`src/rtl/uart_boot_loader.sv`:
```
// uart_boot_loader: polls a t16450 UART for an addr/len/data/csum frame and writes it to RAM as 16-bit words
module uart_boot_loader #(
  parameter int         RD_WAIT  = 1,
  parameter int         TIMEOUT  = 50000000,
  parameter logic [2:0] LSR_ADDR = 3'd5,
  parameter logic [2:0] RBR_ADDR = 3'd0
) (
  input  logic        clk,
  input  logic        reset_n,
  input  logic        start,
  output logic        uart_cs_n,
  output logic        uart_rd_n,
  output logic        uart_wr_n,
  output logic [2:0]  uart_addr,
  input  logic [7:0]  uart_rd_data,
  output logic [15:0] ram_addr,
  output logic [15:0] ram_wdata,
  output logic        ram_we,
  output logic [1:0]  ram_be,
  output logic        cpu_hold,
  output logic        busy,
  output logic        done,
  output logic        error
);
  typedef enum logic [2:0] {IDLE, POLL, READ, STORE, WRITE, DONE, ERR} state_t;
  localparam logic [2:0]  RW = 3'(RD_WAIT);
  localparam logic [25:0] TO = 26'(TIMEOUT - 1);
  state_t state, nxt;
  logic [2:0] wcnt, idx;
  logic [25:0] tcnt;
  logic [7:0] rd_byte, lo, csum;
  logic [15:0] ptr, cnt;
  logic hib, csum_ph, strobe, gap;
  assign strobe = (state == POLL || state == READ) && wcnt != RW;
  assign gap = (state == POLL || state == READ) && wcnt == RW;
  assign uart_cs_n = !strobe;
  assign uart_rd_n = !strobe;
  assign uart_wr_n = 1'b1;
  assign uart_addr = !strobe ? 3'd0 : state == POLL ? LSR_ADDR : RBR_ADDR;
  assign ram_we = state == WRITE;
  assign ram_be = {2{ram_we}};
  assign ram_addr = ram_we ? ptr : 16'd0;
  assign ram_wdata = ram_we ? {rd_byte, lo} : 16'd0;
  assign busy = !(state inside {IDLE, DONE, ERR});
  assign cpu_hold = busy;
  assign done = state == DONE;
  assign error = state == ERR;
  always_comb begin
    nxt = state;
    case (state)
      IDLE, DONE, ERR: nxt = start ? POLL : state;
      POLL: nxt = !gap ? POLL : rd_byte[0] ? READ : tcnt == TO ? ERR : POLL;
      READ: nxt = gap ? STORE : READ;
      STORE: nxt = csum_ph ? (rd_byte == csum ? DONE : ERR) : (idx == 3'd4 && hib) ? WRITE : POLL;
      WRITE: nxt = POLL;
      default: nxt = IDLE;
    endcase
  end
  always_ff @(posedge clk or negedge reset_n) begin
    if (!reset_n) begin
      state <= IDLE;
      wcnt <= '0;
      idx <= '0;
      tcnt <= '0;
      rd_byte <= '0;
      lo <= '0;
      csum <= '0;
      ptr <= '0;
      cnt <= '0;
      hib <= 1'b0;
      csum_ph <= 1'b0;
    end else begin
      state <= nxt;
      case (state)
        IDLE, DONE, ERR: if (start) begin
          tcnt <= '0;
          idx <= '0;
          csum <= '0;
          hib <= 1'b0;
          csum_ph <= 1'b0;
        end
        POLL, READ: begin
          wcnt <= gap ? 3'd0 : wcnt + 3'd1;
          if (wcnt == RW - 3'd1) rd_byte <= uart_rd_data;
          if (gap) tcnt <= state == READ ? 26'd0 : rd_byte[0] ? tcnt : tcnt + 26'd1;
        end
        STORE: if (!csum_ph) begin
          if (idx != 3'd4) begin
            idx <= idx + 3'd1;
            if (idx == 3'd0) ptr[7:0] <= rd_byte;
            if (idx == 3'd1) ptr[15:8] <= rd_byte;
            if (idx == 3'd2) cnt[7:0] <= rd_byte;
            if (idx == 3'd3) cnt[15:8] <= rd_byte;
            if (idx == 3'd3 && {rd_byte, cnt[7:0]} == 16'd0) csum_ph <= 1'b1;
          end else begin
            csum <= csum + rd_byte;
            hib <= !hib;
            if (!hib) lo <= rd_byte;
          end
        end
        WRITE: begin
          ptr <= ptr + 16'd1;
          cnt <= cnt - 16'd1;
          if (cnt == 16'd1) csum_ph <= 1'b1;
        end
        default: ;
      endcase
    end
  end
endmodule

```
`config.mk`:
```
export PLATFORM = sky130hd
export DESIGN_NAME = uart_boot_loader
export DESIGN_NICKNAME = d
export VERILOG_FILES = /design/src/rtl/uart_boot_loader.sv
export SDC_FILE = /design/constraint.sdc
export NUM_CORES = 1
export LEC_CHECK = 0
export CAP_MARGIN = 15
export CORE_ASPECT_RATIO = 0.9
export CORE_MARGIN = 2
export CORE_UTILIZATION = 50
export CTS_BUF_LIST = sky130_fd_sc_hd__clkbuf_8
export CTS_CLUSTER_SIZE = 28
export DETAILED_ROUTE_END_ITERATION = 10
export PLACE_DENSITY = 0.74
export SETUP_SLACK_MARGIN = 0.05
export SLEW_MARGIN = 20
export SYNTH_ARGS = -nofsm -noshare
export SYNTH_HDL_FRONTEND = slang
export SYNTH_SLANG_ARGS = --single-unit
```
`constraint.sdc`:
```
create_clock -name clk -period 2.3 [get_ports clk]
set_clock_uncertainty 0.1 [all_clocks]
set_input_delay 0.46 -clock clk [delete_from_list [all_inputs] [get_ports clk]]
set_output_delay 0.46 -clock clk [all_outputs]
set_load 0.05 [all_outputs]
```
==> impl_metrics.tcl <==
set metrics [dict create \
    status "finished, violations left" \
    violations "setup timing" \
    p_sw_share_pct 44.7 \
    p_per_area_nw_per_um2 1000 \
    timing.rr.end "tcnt[23]" \
    drt_first_pass_iters 7 \
    ys_ff_latch 93 \
    die_y_um 106 \
    clock_path_buffers 2 \
    worst-setup-path-type "reg2reg" \
    grt_usage_pct 26.9 \
    syn_area_um2 5770 \
    r2r_cells 8 \
    p_switching_w 0.00379 \
    seq_area_frac_synth_pct 40.3 \
    core.rowCount 37 \
    ir_worst_vdd_uv 1290 \
    cts_buffers 9 \
    via_per_inst 6.08 \
    synth_area_leaders "dfrtp_1, a21oi_1, ha_1" \
    root_buffer "clkbuf_8" \
    whs_ns 0.328 \
    via_count 5706 \
    avgSynthCellArea_um2 9.08 \
    synthCells 636 \
    routed_wl_mm 17.4 \
    synth-edff-count 0 \
    ys_warn_count 0 \
    drive_gt1_share_pct 36.1 \
    die_width_um 117 \
    ant_nets 0 \
    drv_cap 0 \
    slew_violations 0 \
    critPathRequiredTime_ns 2.49 \
    die_area_um2 12400 \
    setup_ws_ns -0.177 \
    syn_nets 668 \
    overflow 0 \
    fin_crit_ns 2.48 \
    synth.distinct_cells 71 \
    drc 0 \
    finalSetupTns_ns -1.29 \
    worst_pin_slew_ns 0.566 \
    clock_sinks 93 \
    area_growth_pct 46.8 \
    setup_violations 19 \
    regToRegSetupSlack_ns -0.18 \
    clock_power_share_pct 12.5 \
    cts_tree "yes" \
    ys_async_sr_fraction_pct 100 \
    fmax_mhz 404 \
    end_kind "register" \
    insertion_delay_ns 0.38 \
    gp_congestion 0.898 \
    synthFlopType "dfrtp_1" \
    min_path_type "in2async" \
    crit_path_end "tcnt[23]" \
    synth_top_cell_area_share_pct 40.3 \
    grt_max_degree 63 \
    drt-wirelength-per-cell_um 18.6 \
    design.core.area_um2 11300 \
    dp_hpwl_mm 10.9 \
    cp_max_fo 3 \
    p_int_w 0.00469 \
    arrival_ns 2.67 \
    crit_start "wcnt[1]" \
    portBuffers 53 \
    p_comb_share_pct 55.5 \
    finalCritPeriodShare_pct 108 \
    p_leak_nw 3.72 \
    cp-start-kind "register" \
    yosysTopAreaCell "dfrtp_1" \
    rsz0062_at_grt "true" \
    start_util_pct 50.9 \
    cts.htree.levels 3 \
    clk_pin_slew_ns 0.10 \
    grt_pass1_wl_mm 26.3 \
    hold_violations 0 \
    io_pins 56 \
    pwr-share-seq_pct 31.9 \
    max_slew_margin_pct 62.2 \
    r2r_start "wcnt[1]" \
    grt_pass1_vias 5381 \
    antenna_found_initial 0 \
    fillers 740 \
    drt_iter0_drc 403 \
    num_antenna_cells 0 \
    layout.nets 809 \
]
-- logic make-up after synthesis --
logic type               Yosys count  share of synthesized area [%]
XOR/XNOR                          14                           2.12
buffers and inverters             53                           4.25
AO/OA/AOI/OAI                    199                           23.3
multiplexers                      19                           3.69
adder cells (fa/ha/maj)           21                           4.68
flip-flops                        93                           40.3
other                              2                          0.130
AND/OR/NAND/NOR                  235                           21.5
-- power by group through the flow --
stage | clock (W) | sequential, W | combinational, W
after global routing | 0.00115 | 0.00277 | 0.00509
after floorplan | 0 | 0.00252 | 0.00256
after detailed placement | 0 | 0.00266 | 0.00384
after CTS | 0.00109 | 0.00266 | 0.00427
after global placement | 0 | 0.00264 | 0.00372
final | 0.00106 | 0.00271 | 0.00471
-- registers in the layout, indices dropped and copies added (netlist names) --
| name | count |
|---|---|
| wcnt | 3 |
| hib | 1 |
| cnt | 16 |
| lo | 8 |
| ptr | 16 |
| idx | 3 |
| tcnt | 26 |
| rd_byte | 8 |
| csum | 8 |
| state | 3 |
| csum_ph | 1 |
-- how the worst min path moves through the flow --
stage	to	slack (ns)	cells past startpoint
after global placement	lo[1]	0.17	1
after CTS	lo[3]	0.32	2
final	lo[3]	0.33	2
after detailed placement	lo[5]	0.18	1
after global routing	lo[3]	0.32	2
after floorplan	cnt[0]	0.06	0
-- final cells by class --
class	count	area (um2)	area share, %
repair buffers	163	2010	23.7
well taps	156	195	2.30
flip-flops and latches	93	2330	27.5
inverters	17	83.8	0.989
repair inverters	1	16.3	0.192
clock buffers	10	138	1.62
multi-input cells	492	3660	43.2
clock inverters	6	46.3	0.546
-- worst max-delay path, cell delays in order, from the launching register on --
cell,delay (ns)
dfrtp_1,0.39
inv_2,0.07
ha_4,0.12
or4b_4,0.48
a221oi_4,0.40
buf_6,0.17
o2111ai_4,0.12
or3_4,0.37
a21oi_1,0.16
-- per-layer routing --
layer / GRT usage, % / routed length (um)
met1: 36.1 / 7200
met2: 44.0 / 8690
met3: 4.33 / 984
met4: 10.0 / 541
met5: 0 / 0
-- layout by cell type (no fill, tap or decap), drive strengths merged, types with 10 or more instances in the layout --
master  netlist  layout
a21o         10      10
buf          13     149
nand4        11      11
o21ai        46      47
ha           20      20
and2         36      36
nor3         11      11
and3         11      11
clkbuf       23      13
a31oi        11      11
a21oi        55      55
nand3        20      20
nor4         10      10
nor2         66      67
nand2b       10      10
o22a         15      15
nand2        33      33
inv          17      15
dfrtp        93      93
mux2         18      18
-- stage by stage --
stage / area [um2] / worst slack [ns] / cells / utilization (%) / total power (W)
after floorplan: 5840 / -0.00814 / 636 / - / 0.00508
after global placement: 7250 / -0.158 / 866 / 63.9 / 0.00636
after detailed placement: 7250 / -0.270 / 866 / 63.9 / 0.00650
after CTS: 7870 / -0.126 / 901 / 69.4 / 0.00801
after global routing: 8470 / -0.246 / 938 / 74.7 / 0.00901
final: 8470 / -0.177 / 938 / 74.7 / 0.00848
-- synthesized netlist by cell type, types with 10 or more instances --
cell type and n:
o21ai_1 20, a21o_1 10, nand2_1 33, a31oi_1 11, o22a_1 15, and3_1 11
o21ai_0 25, dfrtp_1 93, mux2_2 10, nand3_1 20, and2_1 36, nor3_1 10
nor2_1 66, nand4_1 11, inv_1 16, nand2b_1 10, a21oi_1 55, ha_1 20
clkbuf_1 23
-- timing repair --
action	in CTS	in global routing
pin swaps	37	24
cloned	3	6
hold buffers	1	0
hold endpoints to repair	4	0
setup endpoints to repair	59	80
setup buffers	16	31
gates resized for setup	74	62
Note: power is estimated with default switching activity, not from simulation.
